`src/rtl/store_buffer.sv`:
```
// ============================================================================
// Module   : store_buffer
// Purpose  : Posted-write FIFO between core data port and handshaked memory,
//            with youngest-match load forwarding.
// Revision : 1.0
// ============================================================================
`default_nettype none

module store_buffer #(
  parameter int DEPTH = 4,
  parameter int AW    = 32,
  parameter int DW    = 32
) (
  input  logic          clk,
  input  logic          reset,
  input  logic          memwrite,
  input  logic [AW-1:0] dataadr,
  input  logic [DW-1:0] writedata,
  output logic [DW-1:0] readdata,
  output logic          stall,
  output logic          empty,
  output logic [AW-1:0] rd_addr,
  input  logic [DW-1:0] rd_data,
  output logic          wr_valid,
  input  logic          wr_ready,
  output logic [AW-1:0] wr_addr,
  output logic [DW-1:0] wr_data
);

  localparam int c_PTR_W = $clog2(DEPTH);
  localparam int c_CNT_W = c_PTR_W + 1;

  logic [AW-1:0]      r_addr [DEPTH];
  logic [DW-1:0]      r_data [DEPTH];
  logic [c_PTR_W-1:0] r_head;
  logic [c_PTR_W-1:0] r_tail;
  logic [c_CNT_W-1:0] r_count;

  logic          w_full;
  logic          w_enq;
  logic          w_deq;
  logic          w_hit;
  logic [DW-1:0] w_fwd;

  assign w_full   = (r_count == c_CNT_W'(DEPTH));
  assign empty    = (r_count == '0);
  assign stall    = memwrite & w_full;
  assign w_enq    = memwrite & ~w_full;
  assign wr_valid = ~empty;
  assign w_deq    = wr_valid & wr_ready;
  assign wr_addr  = r_addr[r_head];
  assign wr_data  = r_data[r_head];
  assign rd_addr  = dataadr;

  always_ff @(posedge clk) begin
    if (!reset) begin
      r_head  <= '0;
      r_tail  <= '0;
      r_count <= '0;
      for (int i = 0; i < DEPTH; i++) begin
        r_addr[i] <= '0;
        r_data[i] <= '0;
      end
    end else begin
      if (w_enq) begin
        r_addr[r_tail] <= dataadr;
        r_data[r_tail] <= writedata;
        r_tail         <= r_tail + 1'b1;
      end
      if (w_deq) begin
        r_head <= r_head + 1'b1;
      end
      case ({w_enq, w_deq})
        2'b10:   r_count <= r_count + 1'b1;
        2'b01:   r_count <= r_count - 1'b1;
        default: r_count <= r_count;
      endcase
    end
  end

  // Walk oldest to youngest so the last match wins; the head entry still
  // forwards in the cycle it drains.
  always_comb begin
    w_hit = 1'b0;
    w_fwd = '0;
    for (int k = 0; k < DEPTH; k++) begin
      logic [c_PTR_W-1:0] idx;
      idx = r_head + c_PTR_W'(k);
      if ((c_CNT_W'(k) < r_count) &&
          (r_addr[idx][AW-1:2] == dataadr[AW-1:2])) begin
        w_hit = 1'b1;
        w_fwd = r_data[idx];
      end
    end
  end

  assign readdata = (!memwrite && w_hit) ? w_fwd : rd_data;

endmodule

`default_nettype wire

```
`config.mk`:
```
export PLATFORM = sky130hd
export DESIGN_NAME = store_buffer
export DESIGN_NICKNAME = d
export VERILOG_FILES = /design/src/rtl/store_buffer.sv
export SDC_FILE = /design/constraint.sdc
export NUM_CORES = 1
export LEC_CHECK = 0
export BUFFER_PORTS_ARGS = -buffer_cell sky130_fd_sc_hd__buf_2
export CAP_MARGIN = 20
export CORE_UTILIZATION = 50
export DETAILED_ROUTE_END_ITERATION = 12
export HOLD_SLACK_MARGIN = 0.12
export PLACE_DENSITY = 0.81
export SLEW_MARGIN = 15
export SYNTH_ARGS = -nofsm -noshare
export SYNTH_HDL_FRONTEND = slang
export SYNTH_SLANG_ARGS = --single-unit
```
`constraint.sdc`:
```
create_clock -name clk -period 6.57 [get_ports clk]
set_input_delay 0.3285 -clock clk [delete_from_list [all_inputs] [get_ports clk]]
set_output_delay 0.3285 -clock clk [all_outputs]
set_load 0.02 [all_outputs]
```
==> After elaboration in Yosys (flattened, before gate mapping) <==
Memory sizes are Yosys's and may differ from the RTL's. A register that Yosys moved wholly into a read port is not among the register bits.
Index checks and enable logic that the tools add are counted.
{ "totals": {"regBits": 7, "ram_bits": 256, "inputBits": 100, "output_inout_bits": 131, "elab_cells": 61, "mem_count": 2} }
{ "op_classes": {"addsub": 6, "order_cmp": 4, "n_eq_ne": 7, "muxes": 24, "bitwise": 5, "n_reduce_logical": 10} }
{ "mem_list": {"columns": ["memory", "words", "word_bits", "read_ports", "rd_ports_with_merged_regs", "wr", "line_no", "rtl"], "rows": [
  ["r_addr", 4, 32, 4, 1, 4, "33", "logic [AW-1:0] r_addr [DEPTH];"],
  ["r_data", 4, 32, 4, 1, 4, "34", "logic [DW-1:0] r_data [DEPTH];"]
]} }
{ "op_table": {"columns": ["cell", "n"], "rows": [
  ["$mux 32", 7],
  ["$eq 30x30->1", 4],
  ["$reduce_or 32->1", 2],
  ["$mux 2", 6],
  ["$mux 1", 10],
  ["$lt 1x3->1 const A", 2],
  ["$lt 2x3->1 const A", 2],
  ["$pmux 3 s2", 1],
  ["$logic_and 1x1->1", 5],
  ["$add 2x1->2 const B", 2],
  ["$add 2x2->2 const B", 2],
  ["$add 3x1->3 const B", 1],
  ["$and 1x1->1", 3],
  ["$eq 3x3->1 const B", 1],
  ["$logic_not 3->1", 1],
  ["$sub 3x1->3 const B", 1],
  ["$eq 2x1->1 const B", 1],
  ["$eq 2x2->1 const B", 1],
  ["$not 1->1", 2],
  ["$reduce_bool 2->1", 1],
  ["$logic_not 1->1", 1]
]} }

==> Longest topological paths before layout <==
Gate-level depths: netlist of run 1.
An unclocked memory read counts as a cell.
{ "depth": {"depth_word": 9, "depth_mapped": 16, "ltp_nobuf": 10} }

==> Worst setup path after synthesis of run 1 <==
OpenSTA, ideal clock, no wires.
{ "synth_timing": {"kind": "register to register", "from": "register r_count[0]", "to": "memory r_addr[1][0], enable pin", "t_arrival_ns": 5.610, "setup_slack_ns": 0.385, "path_stages_with_launch": 6, "period_less_slack_ns": 6.185, "path_cell_list": "dfxtp_1 > inv_1 > ha_1 > a21oi_1 > inv_1 > o21ai_0"} }
{ "synth_lines": {"columns": ["element", "line_no", "rtl"], "rows": [
  ["start, declared", "37", "logic [c_CNT_W-1:0] r_count;"],
  ["start signal, assigned", "74", "2'b10: r_count <= r_count + 1'b1;"],
  ["start signal, assigned", "75", "2'b01: r_count <= r_count - 1'b1;"],
  ["start signal, assigned", "76", "default: r_count <= r_count;"],
  ["end, declared", "33", null]
]} }

==> Worst setup path in the final report of run 1 <==
{ "layout_timing": {"from": "register r_head[0]", "to": "output port readdata[31]"} }
{ "layout_via": {"elab_chain_cells": 9, "word_cells_on_any_way": 19, "cone_classes": "3 x add/sub; 3 x eq/ne; 7 x mux; 4 x reduce/logical; 2 x memory"} }
{ "layout_rtl": {"columns": ["element", "line_no", "rtl"], "rows": [
  ["start, declared", "35", "logic [c_PTR_W-1:0] r_head;"],
  ["start signal, assigned", "71", "r_head <= r_head + 1'b1;"],
  ["$add 2x1->2", "88", "idx = r_head + c_PTR_W'(k);"],
  ["$mem_v2 4x32", null, null],
  ["$eq 30x30->1", "90", "(r_addr[idx][AW-1:2] == dataadr[AW-1:2])) begin"],
  ["$logic_and 1x1->1", "89", "if ((c_CNT_W'(k) < r_count) &&"],
  ["$mux 1 (3 in a row)", "89", null],
  ["$logic_and 1x1->1", "97", "assign readdata = (!memwrite && w_hit) ? w_fwd : rd_data;"],
  ["$mux 32 *", "97", null],
  ["end, declared", "19", "output logic [DW-1:0] readdata,"]
]} }
Every way passes the cells marked *; elsewhere a longest branch is shown, timed or not.

==> results of run 1 <==
## flip-flops by register name (all words and copies together) (netlist names), named ones only
signal / cells
r_addr: 128
r_tail: 2
r_head: 2
r_count: 3
r_data: 128
## per-layer routing
layer	wire length, um	part of all wire, %	global-route usage, %	vias up
met5	28	0.051	0	-
met1	21600	39	37.9	7308
li1	-	-	-	6348
met2	26300	48	47.0	888
met3	5420	9.8	4.83	114
met4	1930	3.5	10.9	6
## kinds of logic (layout without fill, tap and decap cells)
group / count (synthesis) / count (layout) / synth area share [%]
xor gates and xnor gates: 103 / 103 / 4.79
adders and majority gates: 5 / 5 / 0.332
AOI/OAI and AO/OA: 193 / 193 / 7.02
DFF: 265 / 265 / 41.8
and+or+nand+nor: 449 / 449 / 11.2
muxes: 361 / 361 / 28.6
other: 0 / 2 / 0
buffers and inverters: 256 / 423 / 6.29
## worst max-delay path, stage by stage (launching register included)
cell	delay [ns]
dfxtp_4	0.80
buf_12	0.38
mux4_2	0.56
xor2_1	0.22
nor4_1	0.35
nand4_1	0.27
nor4_4	0.65
buf_4	0.49
o41ai_4	0.13
buf_4	0.33
mux2i_1	0.23
o21ai_0	0.12
buf_2	0.17
## Yosys cell counts, types with 3 or more instances
cell	number
a22o_1	3
buf_2	20
a22oi_1	5
mux2_2	39
inv_1	80
nand3_1	6
ha_1	5
nand2_1	111
nor3_1	5
nor3b_1	3
o21ai_0	19
nand4_1	15
a21oi_1	44
buf_6	4
o221ai_1	36
and2_1	64
clkbuf_1	77
edfxtp_1	256
a2111oi_0	4
or4_1	5
mux2i_1	185
mux4_2	137
nand2b_1	10
nor2_1	174
xnor2_1	95
dfxtp_1	9
o21ai_1	30
buf_1	28
o2111ai_1	7
o22ai_1	10
a222oi_1	4
buf_4	44
o2bb2ai_1	4
o211ai_1	3
nor2b_1	34
xor2_1	8
nor4_1	13
## final cells by class
type | count | area (um^2) | share of cell area [%]
multi-input combinational | 1111 | 9860 | 46.2
sequential | 265 | 7880 | 36.9
timing repair buffer | 291 | 1790 | 8.37
clock buffer | 39 | 802 | 3.76
tap | 504 | 631 | 2.95
inverter | 82 | 308 | 1.44
clock inverter | 11 | 83.8 | 0.393
antenna | 2 | 5.00 | 0.0234
## where the power goes
group	internal, mW	switching (mW)
Sequential	2.05	0.300
Clock	0.853	0.671
Combinational	1.35	1.64
Total	4.25	2.62
## worst min path at each step
stage | start | to | slack (ns) | cells after the start
after global routing | reset | r_tail[1]$_SDFFE_PN0P_ | 0.18 | 2
final | reset | r_tail[1]$_SDFFE_PN0P_ | 0.16 | 2
after detailed placement | writedata[19] | r_data[0][19]$_SDFFCE_PN0P_ | 0.63 | 2
after floorplan | reset | r_count[2]$_SDFFE_PN0P_ | 0.48 | 1
after global placement | writedata[30] | r_data[0][30]$_SDFFCE_PN0P_ | 0.62 | 2
after CTS | reset | r_tail[1]$_SDFFE_PN0P_ | 0.15 | 2
## layout by cell type (no fill, tap or decap), drive strengths merged, types with 39 or more instances in the layout
cell	netlist	final
a21oi	44	44
mux4	137	137
and2	64	64
mux2	39	39
clkbuf	78	39
xnor2	95	95
inv	81	82
edfxtp	256	256
buf	96	257
nor2	174	174
o21ai	49	49
mux2i	185	185
nand2	111	111
## per-stage QoR
stage	setup WS [ns]	std cells	hold slack [ns]	cell area, um^2
2_1_floorplan	0.385	1632	0.482	18800
4_1_cts	0.860	2300	0.153	21300
6_report	0.871	2305	0.162	21400
5_1_grt	0.622	2303	0.182	21400
3_3_place_gp	1.55	2215	0.623	20000
3_5_place_dp	1.49	2216	0.627	20000
==> flow_summary_export.csv, run 1 <==
group,metric,value,unit
setup_path,cp.required,6.24,ns
cells_and_area,finalNetCount,1884,
synthesis,syn_inst,1632,
global_routing,grtUsageTotal,28.5,%
global_routing,grt_max_degree,66,
placement,port_buffers,230,
setup_path,r2r_cells,6,
setup_path,arrival,5.37,ns
job,maxCapViolations,0,
routing,vias_per_cell,6.36,
global_routing,gr-total-overflow,0,
global_routing,grt_pass1_wl,83600,um
clocking,ctsHoldBuffers,34,
die,chipHeight,196,um
routing,finalWirelength,55300,um
synthesis,synth-edff-count,256,
clocking,clock-root-buffer,"clkbuf_16",
synthesis,synth.avg_cell_area,11.5,um^2
setup_path,critPathKind,"reg2out",
routing,vias,14700,
synthesis,syn-num-nets,1737,
synthesis,ys_top_cells_by_area,"edfxtp_1 (41%), mux4_2 (16%), mux2i_1 (9.8%)",
synthesis,yosysTopAreaCellShare,40.8,%
die,core_area,36900,um^2
placement,dp_hpwl,36600,um
die,rows,70,
sta,tns,0,ns
clocking,cts_sinks,265,
synthesis,yosysSeqAreaShare,41.8,%
placement,gp_congestion,0.980,
synthesis,synth_area,18800,um^2
sta,skew,0.0157,ns
die,die_area,38400,um^2
power,p_per_area,322,nW/um^2
sta,worstMarginPinSlew,1.14,ns
cells_and_area,utilization,57.9,%
synthesis,ys_warn_count,0,
cells_and_area,fill_cells,2969,
global_routing,grt_antenna_before_repair,3,
global_routing,grt_pass1_vias,14300,
setup_path,end_kind,"output pin",
sta,hold_violations,0,
run_status,status,"finished, final reports clean",
die,ios,231,
sta,setup_viol,0,
routing,drt_iter0_markers,1508,
setup_path,startpoint,"r_head[0]$_SDFFE_PN0P_",
setup_path,crit_path_start_kind,"flip-flop",
clocking,cts_resized,0,
sta,rsz0062_at_grt,"no",
clocking,cts_max_level,1,
clocking,postCtsSetupRepairBufs,0,
sta,slew_headroom,24.2,%
clocking,cts_tree,"done",
setup_path,worstReg2RegStart,"r_count[0]$_SDFFE_PN0P_",
cells_and_area,drive_above_1_share,27.6,%
routing,dr.pass1.iters,6,
synthesis,synth_seq_cells,265,
clocking,clk-insertion-delay-late,0.57,ns
clocking,cts.clk_slew.worst_paths,0.06,ns
die,start_util,51.1,%
sta,finalCriticalPeriod,5.70,ns
clocking,clk_path_buf_depth,3,
synthesis,synthFlopType,"edfxtp_1",
setup_path,r2r-end,"r_addr[1][29]$_SDFFCE_PN0P_",
cells_and_area,synthToLayoutAreaGrowth,13.4,%
setup_path,crit_fanout,48,
synthesis,async_flop_share,0,%
synthesis,ys_types,64,
worst_hold_path,hp-class,"in2reg",
routing,drcViolationCount,0,
power,p_total,6.87,mW
power,max-vdd-ir-drop,0.249,mV
sta,drv_slew,0,
sta,post-route-period-util,86.7,%
routing,post_drt_wl_per_cell,24.0,um
setup_path,cp-endpoint,"readdata[31]",
setup_path,rrSetupSlack,3.28,ns
clocking,cts_inserted_buffers,28,
routing,postRouteAntennaNets,0,
die,die_x,196,um
synthesis,yosysTopAreaCell,"edfxtp_1",
power,leakage,8.03,nW
sta,fmax,175,MHz
Note: power is estimated with default switching activity, not from simulation.
==> run 2: changes to the inputs <==
- PLACE_DENSITY: 0.81 -> 0.73
- clock period: 6.57 -> 7.13 ns (I/O delays scaled with it)
==> flow_summary_export.csv, run 2 (same netlist as run 1, synthesis figures left out) <==
group,metric,value,unit
sta,setup_viol,0,
routing,postRouteAntennaNets,0,
sta,tns,0,ns
clocking,cts_resized,0,
power,p_total,6.41,mW
worst_hold_path,hp-class,"in2reg",
worst_hold_path,min_from,"writedata[8]",
clocking,cts_inserted_buffers,29,
sta,slew_headroom,29.5,%
clocking,clk-insertion-delay-late,0.56,ns
global_routing,grt_pass1_wl,84300,um
sta,worstMarginPinSlew,1.06,ns
job,maxCapViolations,0,
placement,gp_congestion,0.959,
setup_path,path_buf_inv,4,
routing,vias,14300,
global_routing,grt_pass1_vias,14000,
clocking,cts_max_level,1,
routing,dr.pass1.iters,7,
global_routing,grtUsageTotal,29.0,%
sta,skew,0.0156,ns
clocking,cts_tree,"done",
global_routing,gr-total-overflow,0,
cells_and_area,final_cell_mix,"edfxtp_1 (256), buf_2 (230), mux2i_1 (183), nor2_1 (174), mux4_2 (137)",
power,p_per_area,300,nW/um^2
placement,dp_hpwl,37500,um
die,ios,231,
global_routing,use_met3,4.69,%
routing,drcViolationCount,0,
die,rows,70,
clocking,clk_path_buf_depth,3,
placement,placed_cells,2219,
setup_path,path_delay_family,"buffers and inverters",
setup_path,worst-path-stages,12,
die,chipHeight,196,um
sta,post-route-period-util,80.3,%
setup_path,critPathKind,"reg2out",
global_routing,grt_antenna_before_repair,1,
clocking,cts_sinks,265,
routing,post_drt_wl_per_cell,24.3,um
sta,fmax,175,MHz
cells_and_area,synthToLayoutAreaGrowth,13.7,%
setup_path,slowest_delay,0.90,ns
power,max-vdd-ir-drop,0.256,mV
setup_path,crit_path_start_kind,"flip-flop",
sta,rsz0062_at_grt,"no",
clocking,clock-root-buffer,"clkbuf_16",
cells_and_area,largestRegisters,"r_addr (128), r_data (128), r_count (3)",
sta,finalCriticalPeriod,5.72,ns
die,die_x,196,um
setup_path,startpoint,"r_head[0]$_SDFFE_PN0P_",
cells_and_area,final_cells,2309,
setup_path,crit_fanout,66,
routing,vias_per_cell,6.20,
global_routing,met2_usage,49.3,%
cells_and_area,finalNetCount,1885,
setup_path,r2r_cells,7,
sta,hold_ws,0.144,ns
setup_path,crit_slowest_cell,"buf_4",
clocking,cts.clk_slew.worst_paths,0.06,ns
cells_and_area,layout_commonest_cell,"edfxtp_1",
power,leakage,8.05,nW
run_status,status,"finished, final reports clean",
global_routing,grt_max_degree,73,
global_routing,top_usage_layer,"met2",
routing,drt_iter0_markers,1126,
die,die_area,38400,um^2
sta,drv_slew,0,
cells_and_area,fill_cells,3051,
die,core_area,36900,um^2
placement,port_buffers,230,
setup_path,end_kind,"output pin",
setup_path,crit_chain,"buf_4 -> mux2i_1 -> mux2i_1 -> o2111ai_1 -> a211o_1 -> nor4_2 -> buf_4 -> mux2i_4 -> buf_16 -> nor2b_1 -> o21ai_1 -> buf_2",
worst_hold_path,hold_path_depth,2,
die,start_util,51.1,%
setup_path,arrival,5.37,ns
setup_path,cp.required,6.77,ns
global_routing,use_met1,37.8,%
cells_and_area,drive_above_1_share,27.7,%
routing,finalWirelength,56200,um
cells_and_area,utilization,58.0,%
setup_path,worstReg2RegStart,"r_count[0]$_SDFFE_PN0P_",
sta,hold_violations,0,
run 2: cell types whose count changed in the layout (fill, tap and decap cells not counted), sizes merged:
cell,change
dlygate4sd3,-3
buf,+2
clkinvlp,+1
clkinv,+7
clkbuf,-6
bufinv,+3
run 2: layout make-up:
type	count	area, um^2	share of cell area [%]
antenna	2	5.00	0.0234
clock buffer	32	737	3.44
clock inverter	22	205	0.959
inverter	82	308	1.44
multi-input combinational	1111	9860	46.1
sequential	265	7880	36.8
tap	504	631	2.95
timing repair buffer	291	1780	8.30
run 2: layer usage:
metal | routed length [um] | part of all wire [%] | vias to the layer above
li1 | - | - | 6342
met1 | 22200 | 39 | 7184
met2 | 27500 | 49 | 685
met3 | 4720 | 8.4 | 105
met4 | 1760 | 3.1 | 2
met5 | 13 | 0.023 | -
run 2: through the flow:
step | worst slack, ns | instance area [um^2]
2_1_floorplan | 0.945 | 18800
3_3_place_gp | 1.83 | 20000
3_5_place_dp | 1.58 | 20100
4_1_cts | 0.983 | 21300
5_1_grt | 1.06 | 21400
6_report | 1.41 | 21400
run 2: worst register-to-register path, delay by kind of cell, from the launching register on:
kind / cells / cell delay [ns]
buffers and inverters: 2 / 0.75
adders and majority gates: 1 / 0.26
DFF: 1 / 0.46
AOI/OAI and AO/OA: 1 / 0.31
and+or+nand+nor: 3 / 1.25
run 2: final timing paths:
check,slack [ns],to
setup reg to reg,3.70,r_addr[0][26]$_SDFFCE_PN0P_
setup / recovery,1.41,readdata[22]
hold / removal,0.14,r_data[0][8]$_SDFFCE_PN0P_
hold reg to reg,0.67,r_count[0]$_SDFFE_PN0P_
run 2: power by group:
part | switching (mW) | total (mW) | internal (mW) | leakage [nW]
logic | 1.52 | 2.76 | 1.24 | 4.85
clock network | 0.633 | 1.49 | 0.857 | 0.456
registers | 0.276 | 2.17 | 1.89 | 2.74
total | 2.43 | 6.41 | 3.99 | 8.05
run 2: what timing repair did:
action,in CTS,in global routing
hold endpoints to repair,54,0
setup buffers,0,0
hold buffers,31,0
